[config.mk]
export PLATFORM = sky130hd
export DESIGN_NAME = pb_debouncer_flat
export DESIGN_NICKNAME = d
export VERILOG_FILES = /design/src/rtl/pb_debouncer_pkg.sv /design/src/rtl/pb_debouncer_if.sv /design/src/rtl/pb_debounce_chan.sv /design/src/rtl/pb_debouncer.sv /design/src/flat_wrapper.sv
export SDC_FILE = /design/constraint.sdc
export NUM_CORES = 1
export LEC_CHECK = 0
export CORE_MARGIN = 4
export CORE_UTILIZATION = 55
export DETAILED_ROUTE_END_ITERATION = 8
export GPL_TIMING_DRIVEN = 0
export PLACE_DENSITY = 0.92
export SYNTH_ARGS = -nofsm -noshare
export SYNTH_HDL_FRONTEND = slang
export SYNTH_SLANG_ARGS = --single-unit
[constraint.sdc]
create_clock -name iClk -period 3.49 [get_ports iClk]
set_clock_uncertainty 0.05 [all_clocks]
set_input_delay 0.698 -clock iClk [delete_from_list [all_inputs] [get_ports iClk]]
set_output_delay 0.698 -clock iClk [all_outputs]
set_load 0.05 [all_outputs]
[src/rtl/pb_debouncer_pkg.sv]
// Shared constants and channel-state type for the push-button/switch debouncer.
package pb_debouncer_pkg;

  localparam int TICKDIV_DEF      = 50000;
  localparam int STABLE_TICKS_DEF = 8;

  typedef enum logic {
    CH_STABLE  = 1'b0,
    CH_PENDING = 1'b1
  } chan_state_e;

  // Counter must hold STABLE_TICKS-1 with one bit of headroom.
  function automatic int cnt_width(input int stable_ticks);
    return $clog2(stable_ticks) + 1;
  endfunction

endpackage

[src/rtl/pb_debouncer_if.sv]
// Raw-input / debounced-output bundle between the board pins, the debouncer and the I/O block.
interface pb_debouncer_if #(
  parameter int WIDTH = 20
);
  logic [WIDTH-1:0] iRaw;
  logic [WIDTH-1:0] iClear;
  logic [WIDTH-1:0] oLevel;
  logic [WIDTH-1:0] oRise;
  logic [WIDTH-1:0] oFall;
  logic [WIDTH-1:0] oEvent;

  modport master (
    output iRaw, iClear,
    input  oLevel, oRise, oFall, oEvent
  );

  modport slave (
    input  iRaw, iClear,
    output oLevel, oRise, oFall, oEvent
  );
endinterface

[src/rtl/pb_debounce_chan.sv]
// One channel: 2-flop synchroniser, tick-driven stability counter, level flop, edge pulses.
// Level accepts a change on the STABLE_TICKS-th tick of an unbroken mismatch; edges pulse one clock later.
module pb_debounce_chan
  import pb_debouncer_pkg::*;
#(
  parameter int STABLE_TICKS = STABLE_TICKS_DEF,
  parameter int INVERT       = 0
) (
  input  logic iClk,
  input  logic iReset,
  input  logic iRaw,
  input  logic iTick,
  output logic oLevel,
  output logic oRise,
  output logic oFall
);

  localparam int CW = cnt_width(STABLE_TICKS);

  logic          sync1_q, sync1_d;
  logic          sync2_q, sync2_d;
  logic          level_q, level_d;
  logic          level_dly_q, level_dly_d;
  logic          rise_q, rise_d;
  logic          fall_q, fall_d;
  logic [CW-1:0] cnt_q, cnt_d;
  chan_state_e   state;

  always_comb begin
    sync1_d     = iRaw ^ (INVERT != 0);
    sync2_d     = sync1_q;
    state       = (sync2_q != level_q) ? CH_PENDING : CH_STABLE;
    cnt_d       = cnt_q;
    level_d     = level_q;
    case (state)
      CH_STABLE: cnt_d = '0;
      CH_PENDING: begin
        if (iTick) begin
          if (cnt_q == CW'(STABLE_TICKS - 1)) begin
            level_d = sync2_q;
            cnt_d   = '0;
          end else begin
            cnt_d = cnt_q + CW'(1);
          end
        end
      end
      default: cnt_d = '0;
    endcase
    // Edges are taken from the registered level so the pulse trails the level edge by a clock.
    level_dly_d = level_q;
    rise_d      = level_q & ~level_dly_q;
    fall_d      = ~level_q & level_dly_q;
  end

  always_ff @(posedge iClk) begin
    if (iReset) begin
      sync1_q     <= 1'b0;
      sync2_q     <= 1'b0;
      level_q     <= 1'b0;
      level_dly_q <= 1'b0;
      rise_q      <= 1'b0;
      fall_q      <= 1'b0;
      cnt_q       <= '0;
    end else begin
      sync1_q     <= sync1_d;
      sync2_q     <= sync2_d;
      level_q     <= level_d;
      level_dly_q <= level_dly_d;
      rise_q      <= rise_d;
      fall_q      <= fall_d;
      cnt_q       <= cnt_d;
    end
  end

  assign oLevel = level_q;
  assign oRise  = rise_q;
  assign oFall  = fall_q;

endmodule

[src/rtl/pb_debouncer.sv]
// Debouncer bank: shared prescaler tick feeding WIDTH independent channels; clean levels and edge pulses.
// Optional sticky press flags under PB_DEBOUNCE_STICKY_EN (set on rise, clear on iClear, set wins).
module pb_debouncer
  import pb_debouncer_pkg::*;
#(
  parameter int WIDTH        = 20,
  parameter int TICKDIV      = TICKDIV_DEF,
  parameter int STABLE_TICKS = STABLE_TICKS_DEF,
  parameter int INVERT       = 0
) (
  input  logic           iClk,
  input  logic           iReset,
  pb_debouncer_if.slave  bus
);

  localparam int PW = (TICKDIV > 1) ? $clog2(TICKDIV) : 1;

  logic [PW-1:0]    p_q, p_d;
  logic             tick;
  logic [WIDTH-1:0] level, rise, fall;

  always_comb begin
    tick = (p_q == PW'(TICKDIV - 1));
    p_d  = tick ? '0 : p_q + PW'(1);
  end

  always_ff @(posedge iClk) begin
    if (iReset) begin
      p_q <= '0;
    end else begin
      p_q <= p_d;
    end
  end

  for (genvar i = 0; i < WIDTH; i++) begin : g_chan
    pb_debounce_chan #(
      .STABLE_TICKS (STABLE_TICKS),
      .INVERT       (INVERT)
    ) u_chan (
      .iClk   (iClk),
      .iReset (iReset),
      .iRaw   (bus.iRaw[i]),
      .iTick  (tick),
      .oLevel (level[i]),
      .oRise  (rise[i]),
      .oFall  (fall[i])
    );
  end

  assign bus.oLevel = level;
  assign bus.oRise  = rise;
  assign bus.oFall  = fall;

`ifdef PB_DEBOUNCE_STICKY_EN
  logic [WIDTH-1:0] evt_q, evt_d;

  always_comb begin
    evt_d = rise | (evt_q & ~bus.iClear);
  end

  always_ff @(posedge iClk) begin
    if (iReset) begin
      evt_q <= '0;
    end else begin
      evt_q <= evt_d;
    end
  end

  assign bus.oEvent = evt_q;
`else
  logic [WIDTH-1:0] unused_clear;
  assign unused_clear = bus.iClear;
  assign bus.oEvent   = '0;
`endif

endmodule

[src/flat_wrapper.sv]
// flat-port wrapper written by rule: the top's interface ports become plain ports
module pb_debouncer_flat import pb_debouncer_pkg::*;
#(
  parameter int WIDTH        = 20,
  parameter int TICKDIV      = TICKDIV_DEF,
  parameter int STABLE_TICKS = STABLE_TICKS_DEF,
  parameter int INVERT       = 0
)
  (iClk, iReset, bus_iRaw, bus_iClear, bus_oLevel, bus_oRise, bus_oFall, bus_oEvent);
  pb_debouncer_if #(.WIDTH(WIDTH)) bus_i ();
  input  logic iClk;
  input  logic iReset;
  input wire logic [$bits(bus_i.iRaw)-1:0] bus_iRaw;
  input wire logic [$bits(bus_i.iClear)-1:0] bus_iClear;
  output wire logic [$bits(bus_i.oLevel)-1:0] bus_oLevel;
  output wire logic [$bits(bus_i.oRise)-1:0] bus_oRise;
  output wire logic [$bits(bus_i.oFall)-1:0] bus_oFall;
  output wire logic [$bits(bus_i.oEvent)-1:0] bus_oEvent;
  assign bus_i.iRaw = bus_iRaw;
  assign bus_i.iClear = bus_iClear;
  assign bus_oLevel = bus_i.oLevel;
  assign bus_oRise = bus_i.oRise;
  assign bus_oFall = bus_i.oFall;
  assign bus_oEvent = bus_i.oEvent;
  pb_debouncer #(.WIDTH(WIDTH), .TICKDIV(TICKDIV), .STABLE_TICKS(STABLE_TICKS), .INVERT(INVERT)) u_core (.iClk(iClk), .iReset(iReset), .bus(bus_i));
endmodule
==> summary.txt, run 1 <==
Critical path
  – Setup CP Type: reg2out
  – CP Launch Type: register
  – Crit path required time: 2.74 ns
  – CP max FO: 4
  – Crit. End Element: output port
  – CP arrival: 1.91 ns

Finish
  – Non-Filler Instances: 1251
  – ANT cells: 0
  – Area delta synth->final: 21.5%
  – Post-route cell area: 10300 um2
  – Share of layout cells above drive strength 1: 12.1%
  – Nets: 1111

STA
  – Slew Limit Fails: 0
  – Peak Freq: 0.376 GHz
  – Final setup fails: 0
  – RSZ-0062 raised after global routing: false
  – Setup TNS: 0 ns
  – Tcrit/Tclk final: 76.1%
  – Slew headroom: 45.4%
  – Actual slew at the worst max-slew pin: 0.820 ns
  – Final Hold Fails: 0
  – Fin crit period: 2.66 ns

Power and ir drop
  – PD cells: 481 nW/um2
  – Peak VDD IR: 0.000313 V
  – Static leakage: 4.33 nW
  – Final Total Pwr: 4.96 mW
  – Part of the power in registers: 50.5%
  – Clock network power share: 46.2%
  – Comb pwr share: 3.3%
  – Switching pwr: 1.06 mW
  – Cell Int Power: 3.90 mW
  – Sw Ratio: 21.3%

Synthesis
  – Synth Area in Adders: 3.10%
  – Synthesized area per cell: 9.17 um2
  – Post-synth ARST share: 0%
  – Register area share after synthesis: 51.0%
  – Top cells by area, synth: dfxtp_1 51%, buf_4 7.1%, a21oi_1 5.9%, nand2_1 5.0%, ha_1 3.1%
  – Synth Area in XOR/XNOR: 3.51%
  – Count leader, synth: dfxtp_1
  – Post-Synth Simple-Gate Area: 20.8%
  – Compound-cell area share of the yosys netlist: 10.6%
  – Post-synth EDFFs: 0
  – Multiplexer share of the synthesized area: 0%
  – Synth cell count leaders: 216 x dfxtp_1, 113 x nand2_1, 100 x a21oi_1, 80 x buf_4, 47 x nor2_1
  – Unique masters post-synth: 30
  – Yosys top cell area share: 51.0%
  – Yosys warns: 0
  – Largest family of logic cells by synthesized area: simple AND/OR/NAND/NOR gates
  – Area leader, netlist: dfxtp_1
  – Synth Instances: 925
  – Synth Register Bits: 216
  – Syn Std Cell Area: 8480 um2
  – Primary FF master, synth: dfxtp_1

Detailed routing
  – Vias per std cell: 5.54
  – Total routed wirelength: 19.8 mm
  – Post-DRT Antenna Nets: 0
  – Routed WL per cell: 15.8 um
  – DRT Pass-1 Iters: 6
  – DRC: 0
  – Initial DRC Count: 655
  – Via Count: 6934

Floorplanning
  – I/O pin count: 122
  – Total Die Area: 17500 um2
  – Die Wd: 132 um
  – CORE AREA: 15100 um2
  – Die height: 132 um
  – Initial core utilization: 56.0%
  – Num rows: 45

GRT
  – Met3 Track Usage GR: 4.66%
  – Total congestion overflow: 0
  – Vias in the first global route: 6854
  – Initial antenna violation count: 0
  – GRT Util Overall: 22.2%
  – Met2 usage: 38.2%
  – Largest net degree at the start of global routing: 14
  – Most used routing layer in global routing: met2
  – Routing usage on met1: 25.0%
  – First-pass GRT wire length: 32.1 mm

Clock network
  – H-tree levels: 1
  – Setup bufs post-CTS: 0
  – CTS tree: yes
  – CTS Sinks: 216
  – Post_cts resized: 0
  – Root Driver: clkbuf_16
  – Maximum clock path buffer count: 3
  – Number of buffers created by CTS: 22
  – Skew-Pair Late Insertion Delay: 0.51 ns
  – Cts hold-fix bufs: 0
  – Worst-path clk slew: 0.06 ns

Place
  – Port Buffer Count: 80
  – Placed Cells: 1212
  – Gpl congestion: 0.843
  – Post-DP Area: 9590 um2
  – Post-DP HPWL: 12.5 mm

Flow run
  – Maxcap violations: 0

Status
  – Outcome: finished, final reports clean

Min path
  – Min-Delay Path Class: reg2reg
cell type report:
type / instances / area [um2]
well taps: 188 / 235
flip-flops and latches: 216 / 4320
fillers: 1045 / 4850
inverters: 43 / 161
multi-input cells: 569 / 3300
plain buffers: 116 / 762
clock buffers: 36 / 694
repair buffers: 80 / 801
clock inverters: 3 / 17.5
layer usage:
metal  part of all wire (%)  wire (um)
met3                    7.7       1530
met4                    4.6        903
met1                     39       7650
met5                      0          0
met2                     49       9690
logic make-up (layout without fill, tap and decap cells):
family | after synthesis | in the layout
AND/OR/NAND/NOR | 334 | 334
flip-flops | 216 | 216
AO/OA/AOI/OAI | 160 | 160
buffers and inverters | 159 | 278
XOR/XNOR | 34 | 34
adder cells (fa/ha/maj) | 21 | 21
other | 1 | 20
worst paths after layout:
path,slack [ns],start,cells after the start,to
setup / recovery,0.83,u_core.g_chan[16].u_chan.oLevel,2,bus_oLevel[16]
hold / removal,0.35,u_core.g_chan[17].u_chan.level_dly_q,1,u_core.g_chan[17].u_chan.oRise
setup reg to reg,1.17,u_core.p_q[0],8,u_core.g_chan[16].u_chan.cnt_q[1]
hold reg to reg,0.35,u_core.g_chan[17].u_chan.level_dly_q,1,u_core.g_chan[17].u_chan.oRise
state kept, by name, indices dropped and copies added (netlist names):
signal	count
u_core.g_chan.u_chan.sync2_q	20
u_core.g_chan.u_chan.oLevel	20
u_core.g_chan.u_chan.cnt_q	80
u_core.g_chan.u_chan.oFall	20
u_core.g_chan.u_chan.oRise	20
u_core.p_q	16
u_core.g_chan.u_chan.sync1_q	20
u_core.g_chan.u_chan.level_dly_q	20
power groups by stage:
stage          logic, mW  clock network [mW]  registers, mW
4_1_cts            0.160                2.31           2.50
3_5_place_dp       0.159                   0           2.56
2_1_floorplan      0.114                   0           2.55
3_3_place_gp       0.157                   0           2.56
6_report           0.162                2.29           2.50
5_1_grt            0.173                2.41           2.50
per-stage QoR:
step	worst slack (ns)	utilization, %	hold slack [ns]
after detailed placement	1.15	63.3	0.342
after global placement	1.27	63.3	0.338
after CTS	0.851	68.0	0.350
final	0.834	68.0	0.349
after global routing	0.823	68.0	0.359
after floorplan	1.68	-	0.334
critical path, cell delays in order (launching register included):
cell             delay, ns
dfxtp_1               0.45
buf_4                 0.15
clkdlybuf4s50_1       0.79
cell usage in the layout (no fill, tap or decap):
master / n
a21oi_1: 100
a41o_1: 20
and3_1: 2
and4b_1: 1
and4bb_2: 2
buf_2: 8
buf_4: 80
buf_6: 2
clkbuf_1: 31
clkbuf_16: 23
clkbuf_2: 1
clkbuf_8: 7
clkdlybuf4s50_1: 80
clkinv_2: 2
clkinvlp_4: 1
conb_1: 20
dfxtp_1: 216
ha_1: 21
inv_1: 42
inv_2: 1
nand2_1: 113
nand3_1: 26
nand4_1: 3
nand4b_4: 1
nor2_1: 47
nor2b_1: 40
nor3_1: 4
nor3b_1: 31
nor4_1: 3
nor4b_4: 1
o21ai_0: 40
or3_1: 40
or4_1: 20
xnor2_1: 11
xor2_1: 23
No activity file was read; power rests on OpenSTA's default activity.
==> run 2, diff against run 1 <==
- CORE_UTILIZATION: 55 -> 54
- PLACE_DENSITY: 0.92 -> 0.9
- clock period: 3.49 -> 2.5 ns (I/O delays scaled with it)
==> summary.txt, run 2 (synthesis gave the netlist of run 1 again) <==
Status
  – Outcome: finished, final reports clean

Finish
  – Largest reg by FF count: u_core.g_chan.u_chan.cnt_q
  – Fill count: 1117
  – Area delta synth->final: 21.9%
  – Largest register FFs: 80
  – Post-route cell area: 10300 um2
  – Most common cell after layout, fill and taps aside: dfxtp_1
  – ANT cells: 0
  – Most frequent cells in the layout: 216 x dfxtp_1, 113 x nand2_1, 100 x a21oi_1
  – Share of layout cells above drive strength 1: 12.3%
  – Nets: 1111
  – Non-Filler Instances: 1274

STA
  – RSZ-0062 raised after global routing: false
  – Fin crit period: 2.41 ns
  – Actual slew at the worst max-slew pin: 0.794 ns
  – Final Hold Fails: 0
  – Setup ws final: 0.0898 ns
  – Slew Limit Fails: 0
  – Final setup fails: 0
  – Peak Freq: 0.415 GHz
  – Tcrit/Tclk final: 96.4%
  – Setup TNS: 0 ns
  – Slew headroom: 47.1%

Clock network
  – Worst-path clk slew: 0.06 ns
  – Post_cts resized: 0
  – CTS tree: yes
  – Setup bufs post-CTS: 0
  – Cts hold-fix bufs: 0
  – Root Driver: clkbuf_16
  – H-tree levels: 1
  – Number of buffers created by CTS: 22
  – CTS Sinks: 216
  – Maximum clock path buffer count: 3
  – Skew-Pair Late Insertion Delay: 0.50 ns

Floorplanning
  – I/O pin count: 122
  – Initial core utilization: 55.4%
  – CORE AREA: 15300 um2
  – Total Die Area: 17800 um2
  – Die height: 133 um
  – Num rows: 45
  – Die Wd: 133 um

Place
  – Placed Cells: 1235
  – Post-Place Worst Slack: 0.331 ns
  – Post-DP HPWL: 12.4 mm
  – Port Buffer Count: 80
  – Gpl congestion: 0.847
  – Post-DP Area: 9620 um2

Critical path
  – Crit path depth: 2
  – Setup CP Type: reg2out
  – R2R Setup Slk: 0.20 ns
  – Worst setup path start: u_core.g_chan[16].u_chan.oLevel
  – CP max FO: 4
  – CP delay by family, top: buffers and inverters
  – R2r endpoint: u_core.g_chan[6].u_chan.oLevel
  – Crit. End Element: output port
  – RR Startpoint: u_core.p_q[0]
  – CP arrival: 1.86 ns
  – R2R depth: 6
  – CP Launch Type: register
  – Setup crit end: bus_oLevel[16]
  – Crit path required time: 1.95 ns
  – Critical Path Slowest Stage Cell: clkdlybuf4s50_1
  – Buf/Inv on CP: 2
  – Critical path, cell by cell: buf_4, clkdlybuf4s50_1
  – Largest stage delay on the critical path: 0.78 ns

GRT
  – Total congestion overflow: 0
  – First-pass GRT wire length: 31.9 mm
  – Initial antenna violation count: 0
  – Vias in the first global route: 6730
  – GRT Util Overall: 21.5%
  – Largest net degree at the start of global routing: 15

Power and ir drop
  – Static leakage: 4.34 nW
  – Peak VDD IR: 0.000435 V
  – PD cells: 671 nW/um2

Detailed routing
  – Initial DRC Count: 463
  – DRC: 0
  – Via Count: 6825
  – Vias per std cell: 5.36
  – Routed WL per cell: 15.3 um
  – DRT Pass-1 Iters: 5
  – Post-DRT Antenna Nets: 0
  – Total routed wirelength: 19.4 mm

Flow run
  – Maxcap violations: 0

Min path
  – Min-Delay Path Class: reg2reg
## run 2: worst min-delay path by stage
stage / from / to / slack [ns] / depth (start not counted)
6_report: u_core.g_chan[15].u_chan.level_dly_q / u_core.g_chan[15].u_chan.oRise / 0.35 / 1
5_1_grt: u_core.g_chan[11].u_chan.level_dly_q / u_core.g_chan[11].u_chan.oRise / 0.36 / 1
4_1_cts: u_core.g_chan[15].u_chan.level_dly_q / u_core.g_chan[15].u_chan.oRise / 0.35 / 1
3_5_place_dp: u_core.g_chan[15].u_chan.level_dly_q / u_core.g_chan[15].u_chan.oRise / 0.34 / 1
3_3_place_gp: u_core.g_chan[16].u_chan.level_dly_q / u_core.g_chan[16].u_chan.oRise / 0.34 / 1
2_1_floorplan: u_core.g_chan[0].u_chan.level_dly_q / u_core.g_chan[0].u_chan.oRise / 0.33 / 1
## run 2: layout make-up
class	instances	area, um2	area share [%]
clock inverter	7	66.3	0.642
inverter	43	161	1.56
timing repair buffer	80	801	7.75
multi-input combinational	569	3300	32.0
clock buffer	32	649	6.28
buffer	116	763	7.39
tap	211	264	2.56
sequential	216	4320	41.9
## run 2: worst register-to-register path, delay by kind of cell (launching register included)
| kind | cells | cell delay (ns) |
|---|---|---|
| and+or+nand+nor | 2 | 0.48 |
| AOI/OAI and AO/OA | 1 | 0.29 |
| DFF | 1 | 0.38 |
| buffers and inverters | 2 | 0.79 |
| adders and majority gates | 1 | 0.25 |
## run 2: power breakdown
| group | leakage [nW] | switching (mW) | internal (mW) |
|---|---|---|---|
| combinational | 2.24 | 0.148 | 0.0788 |
| clock | 0.353 | 1.30 | 1.91 |
| sequential | 1.75 | 0.0182 | 3.48 |
| total | 4.34 | 1.47 | 5.46 |
## run 2: metal layers
metal / vias up / GRT usage [%] / part of all wire [%]
met5: - / 0 / 0
met4: 0 / 8.29 / 2.8
li1: 3296 / - / -
met3: 47 / 3.89 / 8.0
met1: 3203 / 26.1 / 39
met2: 279 / 37.8 / 50
## run 2: metrics by stage
stage / hold slack (ns) / total power, mW / utilization (%)
after floorplan: 0.334 / 3.72 / -
after detailed placement: 0.344 / 3.79 / 62.8
after global routing: 0.364 / 7.13 / 67.5
after CTS: 0.353 / 6.95 / 67.5
final: 0.353 / 6.93 / 67.5
after global placement: 0.338 / 3.79 / 62.8
==> run 3, diff against run 2 <==
- CAP_MARGIN: unset -> 10
- GPL_ROUTABILITY_DRIVEN: unset -> 0
- SKIP_CTS_REPAIR_TIMING: unset -> 1
==> results of run 3 <==
The final DEF is identical to that of run 2; final timing and power are the same.
